<file path="src/rtl/vid_timing_rx.sv">
// Video timing receiver: measures sync geometry, indexes active pixels,
// sums frame data and tracks geometry lock across frames.
module vid_timing_rx #(
    parameter int CNT_W       = 12,
    parameter int LOCK_FRAMES = 2
) (
    input  logic             clk_i,
    input  logic             rst_n,
    input  logic             i_vs,
    input  logic             i_hs,
    input  logic             i_de,
    input  logic [7:0]       i_data,
    output logic             o_pix_valid,
    output logic [CNT_W-1:0] o_x,
    output logic [CNT_W-1:0] o_y,
    output logic [7:0]       o_data,
    output logic [CNT_W-1:0] o_h_total,
    output logic [CNT_W-1:0] o_h_active,
    output logic [CNT_W-1:0] o_v_total,
    output logic [CNT_W-1:0] o_v_active,
    output logic             o_locked,
    output logic             o_frame_start,
    output logic [31:0]      o_frame_sum,
    output logic             o_sum_valid,
    output logic             o_err
);

    localparam logic [CNT_W-1:0] CMAX = '1;

    typedef enum logic [1:0] {SEARCH, MEASURE, CHECK, LOCKED} state_t;

    function automatic logic [CNT_W-1:0] inc_sat(input logic [CNT_W-1:0] v);
        return (v == CMAX) ? v : v + 1'b1;
    endfunction

    logic             vs_r, hs_r, de_r, vs_d, hs_d;
    logic [7:0]       data_r;
    logic             vs_fall, hs_fall;
    logic [CNT_W-1:0] h_cnt, h_last, line_de, h_act_last, v_cnt, v_act, y_cur;
    logic             line_has, sat;
    logic [31:0]      acc;
    logic [CNT_W-1:0] h_tot_eff, h_act_eff, v_tot_eff;
    logic             sat_eff, match;
    logic [CNT_W-1:0] lde_base, va_base;
    logic             lh_base;
    logic [CNT_W-1:0] ref_ht, ref_ha, ref_vt, ref_va;
    state_t           state, state_n;
    logic [15:0]      cnt, cnt_n;
    logic             ld_ref, err_n, upd;

    assign vs_fall = vs_d & ~vs_r;
    assign hs_fall = hs_d & ~hs_r;

    // A line ending in the boundary cycle still belongs to the ending frame.
    assign h_tot_eff = hs_fall ? h_cnt : h_last;
    assign h_act_eff = line_has ? line_de : h_act_last;
    assign v_tot_eff = hs_fall ? inc_sat(v_cnt) : v_cnt;
    assign sat_eff   = sat | (h_tot_eff == CMAX) | (h_act_eff == CMAX)
                     | (v_tot_eff == CMAX) | (v_act == CMAX);
    assign match     = !sat_eff && h_tot_eff == ref_ht && h_act_eff == ref_ha
                     && v_tot_eff == ref_vt && v_act == ref_va;

    // A de cycle coinciding with a boundary starts the new line/frame.
    assign lh_base  = (hs_fall | vs_fall) ? 1'b0 : line_has;
    assign lde_base = (hs_fall | vs_fall) ? '0 : line_de;
    assign va_base  = vs_fall ? '0 : v_act;

    // Input registers and their delayed copies for edge detection.
    always_ff @(posedge clk_i or negedge rst_n) begin
        if (!rst_n) begin
            vs_r <= 1'b0; hs_r <= 1'b0; de_r <= 1'b0; data_r <= '0;
            vs_d <= 1'b0; hs_d <= 1'b0;
        end else begin
            vs_r <= i_vs; hs_r <= i_hs; de_r <= i_de; data_r <= i_data;
            vs_d <= vs_r; hs_d <= hs_r;
        end
    end

    // Line/frame measurement counters, pixel indexing and data sum.
    always_ff @(posedge clk_i or negedge rst_n) begin
        if (!rst_n) begin
            h_cnt <= '0; h_last <= '0; line_de <= '0; h_act_last <= '0;
            v_cnt <= '0; v_act <= '0; y_cur <= '0; line_has <= 1'b0;
            sat <= 1'b0; acc <= '0;
            o_pix_valid <= 1'b0; o_x <= '0; o_y <= '0; o_data <= '0;
        end else begin
            o_pix_valid <= de_r;
            o_data      <= data_r;
            if (hs_fall) begin
                h_last <= h_cnt;
                h_cnt  <= 1;
            end else begin
                h_cnt <= inc_sat(h_cnt);
            end
            if (vs_fall)
                h_act_last <= '0;
            else if (hs_fall && line_has)
                h_act_last <= line_de;
            if (vs_fall)
                v_cnt <= '0;
            else if (hs_fall)
                v_cnt <= inc_sat(v_cnt);
            if (vs_fall)
                sat <= 1'b0;
            else if (hs_fall && (h_cnt == CMAX || line_de == CMAX))
                sat <= 1'b1;
            if (vs_fall)
                acc <= de_r ? {24'd0, data_r} : 32'd0;
            else if (de_r)
                acc <= acc + {24'd0, data_r};
            if (de_r) begin
                o_x      <= lde_base;
                line_de  <= inc_sat(lde_base);
                line_has <= 1'b1;
                if (!lh_base) begin
                    o_y   <= va_base;
                    y_cur <= va_base;
                    v_act <= inc_sat(va_base);
                end else begin
                    o_y   <= y_cur;
                    v_act <= va_base;
                end
            end else begin
                line_de  <= lde_base;
                line_has <= lh_base;
                v_act    <= va_base;
            end
        end
    end

    // Lock FSM: next state and frame-boundary actions.
    always_comb begin
        state_n = state;
        cnt_n   = cnt;
        ld_ref  = 1'b0;
        err_n   = 1'b0;
        upd     = 1'b0;
        if (vs_fall) begin
            unique case (state)
                SEARCH: state_n = MEASURE;
                MEASURE: begin
                    upd     = 1'b1;
                    ld_ref  = 1'b1;
                    cnt_n   = 16'd1;
                    state_n = (LOCK_FRAMES <= 1) ? LOCKED : CHECK;
                end
                CHECK: begin
                    upd = 1'b1;
                    if (match) begin
                        cnt_n = cnt + 16'd1;
                        if (cnt + 16'd1 >= 16'(LOCK_FRAMES))
                            state_n = LOCKED;
                    end else begin
                        cnt_n  = 16'd1;
                        ld_ref = 1'b1;
                    end
                end
                LOCKED: begin
                    upd = 1'b1;
                    if (!match) begin
                        err_n   = 1'b1;
                        cnt_n   = 16'd1;
                        ld_ref  = 1'b1;
                        state_n = CHECK;
                    end
                end
                default: state_n = SEARCH;
            endcase
        end
    end

    // FSM state, reference geometry and frame-level outputs.
    always_ff @(posedge clk_i or negedge rst_n) begin
        if (!rst_n) begin
            state <= SEARCH; cnt <= '0;
            ref_ht <= '0; ref_ha <= '0; ref_vt <= '0; ref_va <= '0;
            o_h_total <= '0; o_h_active <= '0;
            o_v_total <= '0; o_v_active <= '0;
            o_frame_sum <= '0; o_sum_valid <= 1'b0;
            o_frame_start <= 1'b0; o_err <= 1'b0; o_locked <= 1'b0;
        end else begin
            state         <= state_n;
            cnt           <= cnt_n;
            o_sum_valid   <= upd;
            o_frame_start <= upd;
            o_err         <= err_n;
            o_locked      <= (state_n == LOCKED);
            if (ld_ref) begin
                ref_ht <= h_tot_eff; ref_ha <= h_act_eff;
                ref_vt <= v_tot_eff; ref_va <= v_act;
            end
            if (upd) begin
                o_h_total   <= h_tot_eff;
                o_h_active  <= h_act_eff;
                o_v_total   <= v_tot_eff;
                o_v_active  <= v_act;
                o_frame_sum <= acc;
            end
        end
    end

endmodule

</file>
<file path="config.mk">
export PLATFORM = sky130hd
export DESIGN_NAME = vid_timing_rx
export DESIGN_NICKNAME = d
export VERILOG_FILES = /design/src/rtl/vid_timing_rx.sv
export SDC_FILE = /design/constraint.sdc
export NUM_CORES = 1
export LEC_CHECK = 0
export CORE_MARGIN = 2
export CORE_UTILIZATION = 30
export DETAILED_ROUTE_END_ITERATION = 10
export DONT_BUFFER_PORTS = 1
export GPL_TIMING_DRIVEN = 0
export PLACE_DENSITY_LB_ADDON = 0.1
export SYNTH_ARGS = -nofsm -noshare
export SYNTH_HDL_FRONTEND = slang
export SYNTH_SLANG_ARGS = --single-unit
</file>
<file path="constraint.sdc">
create_clock -name clk_i -period 3.98 [get_ports clk_i]
set_clock_uncertainty 0.15 [all_clocks]
set_input_delay 0.398 -clock clk_i [delete_from_list [all_inputs] [get_ports clk_i]]
set_output_delay 0.398 -clock clk_i [all_outputs]
set_load 0.05 [all_outputs]
</file>
# == Word level (Yosys, flattened, before mapping) ==
# Cells that the tools add are included.
# totals
regBits,301
elab_cells,124
# op_classes
n_addsub,6
magnitude_cmp,1
n_eq_ne,19
muxes,38
bitwise_logic,10
n_reduce_logical,17
# ops
op,count
$mux W12,16
$eq A12 B12 Y1 const B,9
$mux W32,2
$add A12 B1 Y12 const B,4
$eq A12 B12 Y1,4
$pmux W16 S3,1
$add A32 B8 Y32,1
$mux W16,2
$add A16 B1 Y16 const B,1
$ge A16 B2 Y1 const B,1
$mux W1,10
$mux W2,4
$mux W8,1
$pmux W2 S4,1
$eq A2 B2 Y1 const B,3
$logic_and A1 B1 Y1,6
$reduce_bool A2 Y1,3
$or A1 B1 Y1,5
$ne A2 B2 Y1 const B,2
$not A1 Y1,3
$reduce_and A3 Y1,1
$reduce_bool A3 Y1,1
$reduce_or A3 Y1,1
$and A1 B1 Y1,2
other kinds (7),7

# == Depth between registers and ports, before layout ==
# depth
word_depth,17
ltp_mapped,12
mapped_depth_nobuf,11

# == Least setup slack after synthesis ==
# OpenSTA, ideal clock, no wires.
# synth_path
path_kind,reg2reg
from,register v_cnt[0]
to,register ref_ht[0]
setup_ns,0.125
t_arrival_ns,2.981
required_ns,3.705
path_slack_ns,0.724
path_stages_with_launch,11
synth_period_minus_slack_ns,3.256
cell_sequence,dfrtp_1 ha_1 nand3b_1 or4_1 mux2i_1 nor4_1 and4b_1 nor4_4 a31oi_4 buf_6 mux2_4
# synth_between
elab_chain_len,14
word_cells_on_any_way,16
# synth_lines
element,line,rtl
"start, declared",39,"logic [CNT_W-1:0] h_cnt, h_last, line_de, h_act_last, v_cnt, v_act, y_cur;"
"start signal, assigned",102,v_cnt <= inc_sat(v_cnt);
$add A12 B1 Y12 / $eq A12 B12 Y1 (equally long branches),33,return (v == CMAX) ? v : v + 1'b1;
$mux W12,n/a,
$mux W12 (*),n/a,
$eq A12 B12 Y1,59,| (v_tot_eff == CMAX) | (v_act == CMAX);
$or A1 B1 Y1 (2 in series),59,
$logic_not A1 Y1,60,assign match = !sat_eff && h_tot_eff == ref_ht && h_act_eff == ref_ha
$logic_and A1 B1 Y1 (2 in series),60,
$logic_and A1 B1 Y1 (*) (2 in series),61,&& v_tot_eff == ref_vt && v_act == ref_va;
$mux W1 (*),"149, 160",
$pmux W1 S2 (*),139,unique case (state)
$mux W1 (*),138,if (vs_fall) begin
"end signal, assigned",189,ref_ht <= h_tot_eff; ref_ha <= h_act_eff;
"end, declared",46,"logic [CNT_W-1:0] ref_ht, ref_ha, ref_vt, ref_va;"
# Mark *: on every way between the ends. The rest lies on a longest branch, timed or not.
# A chain may end at the register's enable or synchronous reset.

# == Worst setup path after layout ==
# layout_path
from,register v_cnt[0]
to,register ref_ht[5]
# Same word-level chain as after synthesis.

==> results.cfg <==
[layout]
finalNetCount = 1548
final_common_cell = nand2_1
reg_top3 = acc (32), o_frame_sum (32), cnt (16)
nFillCells = 4819
final_cell_mix = nand2_1, dfrtp_1, o21ai_0, nor2_1, inv_1
drive_above_1_share = 0.0741
syn_to_final_growth_pct = 14.4

[worst_setup_path]
r2r_slack_ns = 0.25
crit_fanout = 10
cpMaxStageDelayCell = nor4_1
critical_path.endpoint_type = flip-flop
crit_arrival_ns = 3.99
crit_top_cell = nor3_1
path_delay_family = simple AND/OR/NAND/NOR gates
cp_slowest_stage_delay_ns = 0.50
reg2reg_depth = 11
worstPathRequired_ns = 4.24
rr_startpoint = v_cnt[0]
path_class = flip-flop to flip-flop
cp.depth = 11
crit_start = v_cnt[0]
start_kind = flip-flop
endpoint = ref_ht[5]
r2r_end = ref_ht[5]
cp_cell_sequence = ha_1, nand3_1, nor3_1, nor3_1, nor4_1, nand4_1, nor4b_4, buf_4, a31oi_4, buf_6, mux2_4
crit_buf_inv = 2

[global_route]
grt_pass1_vias = 10700
grt_overflow = 0
grtUsageTotal = 0.176
antenna_found_initial = 1
grt_pass1_wl_um = 67100
grt_max_degree = 302

[run_status]
violations = DRC, hold timing
status = finished with violations

[sta]
slew-limit-headroom = 0.238
timing.final.crit_share = 0.937
rsz0062_at_grt = no
worstMarginPinSlew_ns = 1.14
period_minus_slack_ns = 3.73
slew_viol_final = 0
setup_viol = 0
hold_viol = 301
timing.hold.ws_ns = -0.596
fmax_ghz = 0.268

[clock_network]
root_buffer = clkbuf_16
clock-sinks = 301
clk_latency_ns = 0.54
clk_pin_slew_worst_paths_ns = 0.06
clk_path_buf_depth = 3
cts_tree = built
cts_hold_buf = 11
numCtsBuffers = 37
htree_levels = 2

[yosys]
synth_ff_type = dfrtp_1
mappedNetlistNets = 1494
ys_seq_area_frac = 0.530
synth_cells = 1466
synth_cell_types = 72
ys_warn_count = 0
ys_ff_latch = 301
yosys.area.top_type = dfrtp_1
avgSynthCellArea_um2 = 9.69
yosys-top-cells-area = dfrtp_1, nand2_1, mux2i_1
synth_edf_count = 0
async_reset_ff_frac = 1.00
yosys.area.top_type_share = 0.530
syn_area_um2 = 14200

[die]
die-area_um2 = 49100
rows = 79
core_area_um2 = 46700
io_pins = 130
initial_core_util = 0.305
die_w_um = 222
die_h_um = 222

[pwr]
p_leak_nw = 7.27
cell_internal_pwr_mw = 5.68
power_per_cell_area_nw_per_um2 = 512
switching_share = 0.317
power_mw = 8.32
power_frac_comb = 0.138
p_seq_frac = 0.476
p_clk_frac = 0.386
vdd_ir_drop_max_v = 0.000309
p_switching_mw = 2.64

[run]
cap_viol_max_count = 0

[route]
drt-pass1-iter-count = 8
first_iter_violations = 689
ant_nets = 0
drt-total-wl_um = 42900
wl_per_cell_um = 20.0
drt_drc_violations_left = 10
vias = 10600
avgViaCountPerCell = 4.96

[placed_design]
gp_congestion = 0.819
port_buffers = 0
hpwl_um = 29900

[worst_hold_path]
hold_class = input pin to async pin
-- area by class of cell --
cell class | instances | area, µm² | area share
sequential | 301 | 7530 | 0.463
multi-input combinational | 1020 | 6120 | 0.377
clock buffer | 54 | 1070 | 0.0658
tap | 607 | 759 | 0.0467
buffer | 79 | 342 | 0.0210
inverter | 66 | 248 | 0.0152
timing repair buffer | 15 | 140 | 0.00862
clock inverter | 3 | 40.0 | 0.00246
antenna | 1 | 2.50 | 0.000154
-- power by group through the flow --
stage / clock network (mW) / logic, mW / registers, mW
final: 3.21 / 1.15 / 3.96
after global routing: 3.45 / 1.29 / 4.00
after CTS: 3.32 / 1.16 / 3.97
after detailed placement: 0 / 1.14 / 4.02
after global placement: 0 / 1.12 / 4.02
after floorplan: 0 / 0.825 / 3.92
-- through the flow --
stage          setup WS [ns]  TNS (ns)  std cells  cell area [µm²]   util
2_1_floorplan          0.724         0       1466            14200      -
3_3_place_gp          -0.244     -5.92       2073            15000  0.321
3_5_place_dp          -0.234     -4.44       2073            15000  0.321
4_1_cts               0.0257         0       2143            16200  0.348
5_1_grt               0.0417         0       2145            16300  0.348
6_report               0.252         0       2146            16300  0.348
-- cell families after synthesis --
family	synth area share
simple gates	0.203
flops	0.530
compound gates	0.0965
buf+inv	0.0410
mux	0.0661
xor+xnor	0.0497
fa+ha+maj	0.0137
-- how the worst min path moves through the flow --
stage	start	end	slack [ns]	cells past startpoint
after floorplan	rst_n	acc[0]	-0.05	0
after global placement	rst_n	o_v_total[4]	-0.04	0
after detailed placement	rst_n	o_v_total[4]	-0.04	0
after CTS	rst_n	o_v_total[9]	-0.62	0
after global routing	rst_n	ref_vt[4]	-0.62	0
final	rst_n	ref_vt[10]	-0.60	0
-- routing by layer --
| layer | share of wire | global-route usage |
|---|---|---|
| met1 | 0.46 | 0.234 |
| met2 | 0.48 | 0.292 |
| met3 | 0.047 | 0.0390 |
| met4 | 0.020 | 0.0469 |
| met5 | 0 | 0 |
-- Yosys cell counts (all sizes together), types with 2 or more instances --
master / count
o22a: 8
a41oi: 3
dfrtp: 301
and2: 7
inv: 66
a21o: 2
nor4b: 2
nor3b: 2
or4: 12
and4b: 3
o2111ai: 2
or2: 4
a211oi: 8
a2111oi: 4
o21ai: 105
o211ai: 7
and3: 16
nand2b: 17
a31o: 2
nor3: 26
nor4: 14
clkbuf: 55
xor2: 31
xnor2: 47
a21oi: 34
o31ai: 15
a31oi: 9
nand3b: 3
nand4: 36
mux2: 29
a21boi: 6
o22ai: 2
ha: 14
nand2: 307
nand3: 59
nor2b: 7
a22o: 3
buf: 24
o311ai: 2
o41ai: 2
mux2i: 53
o21a: 3
and4: 4
nor2: 91
or3: 8
-- what timing repair did --
action / in CTS / in global routing
endpoints found under the setup margin: 57 / 68
endpoints found under the hold margin: 312 / 301
gates resized for setup: 3 / 8
cloned: 0 / 0
buffers inserted: 2 / 2
pin swaps: 1 / 1
No activity file was read; power rests on OpenSTA's default activity.
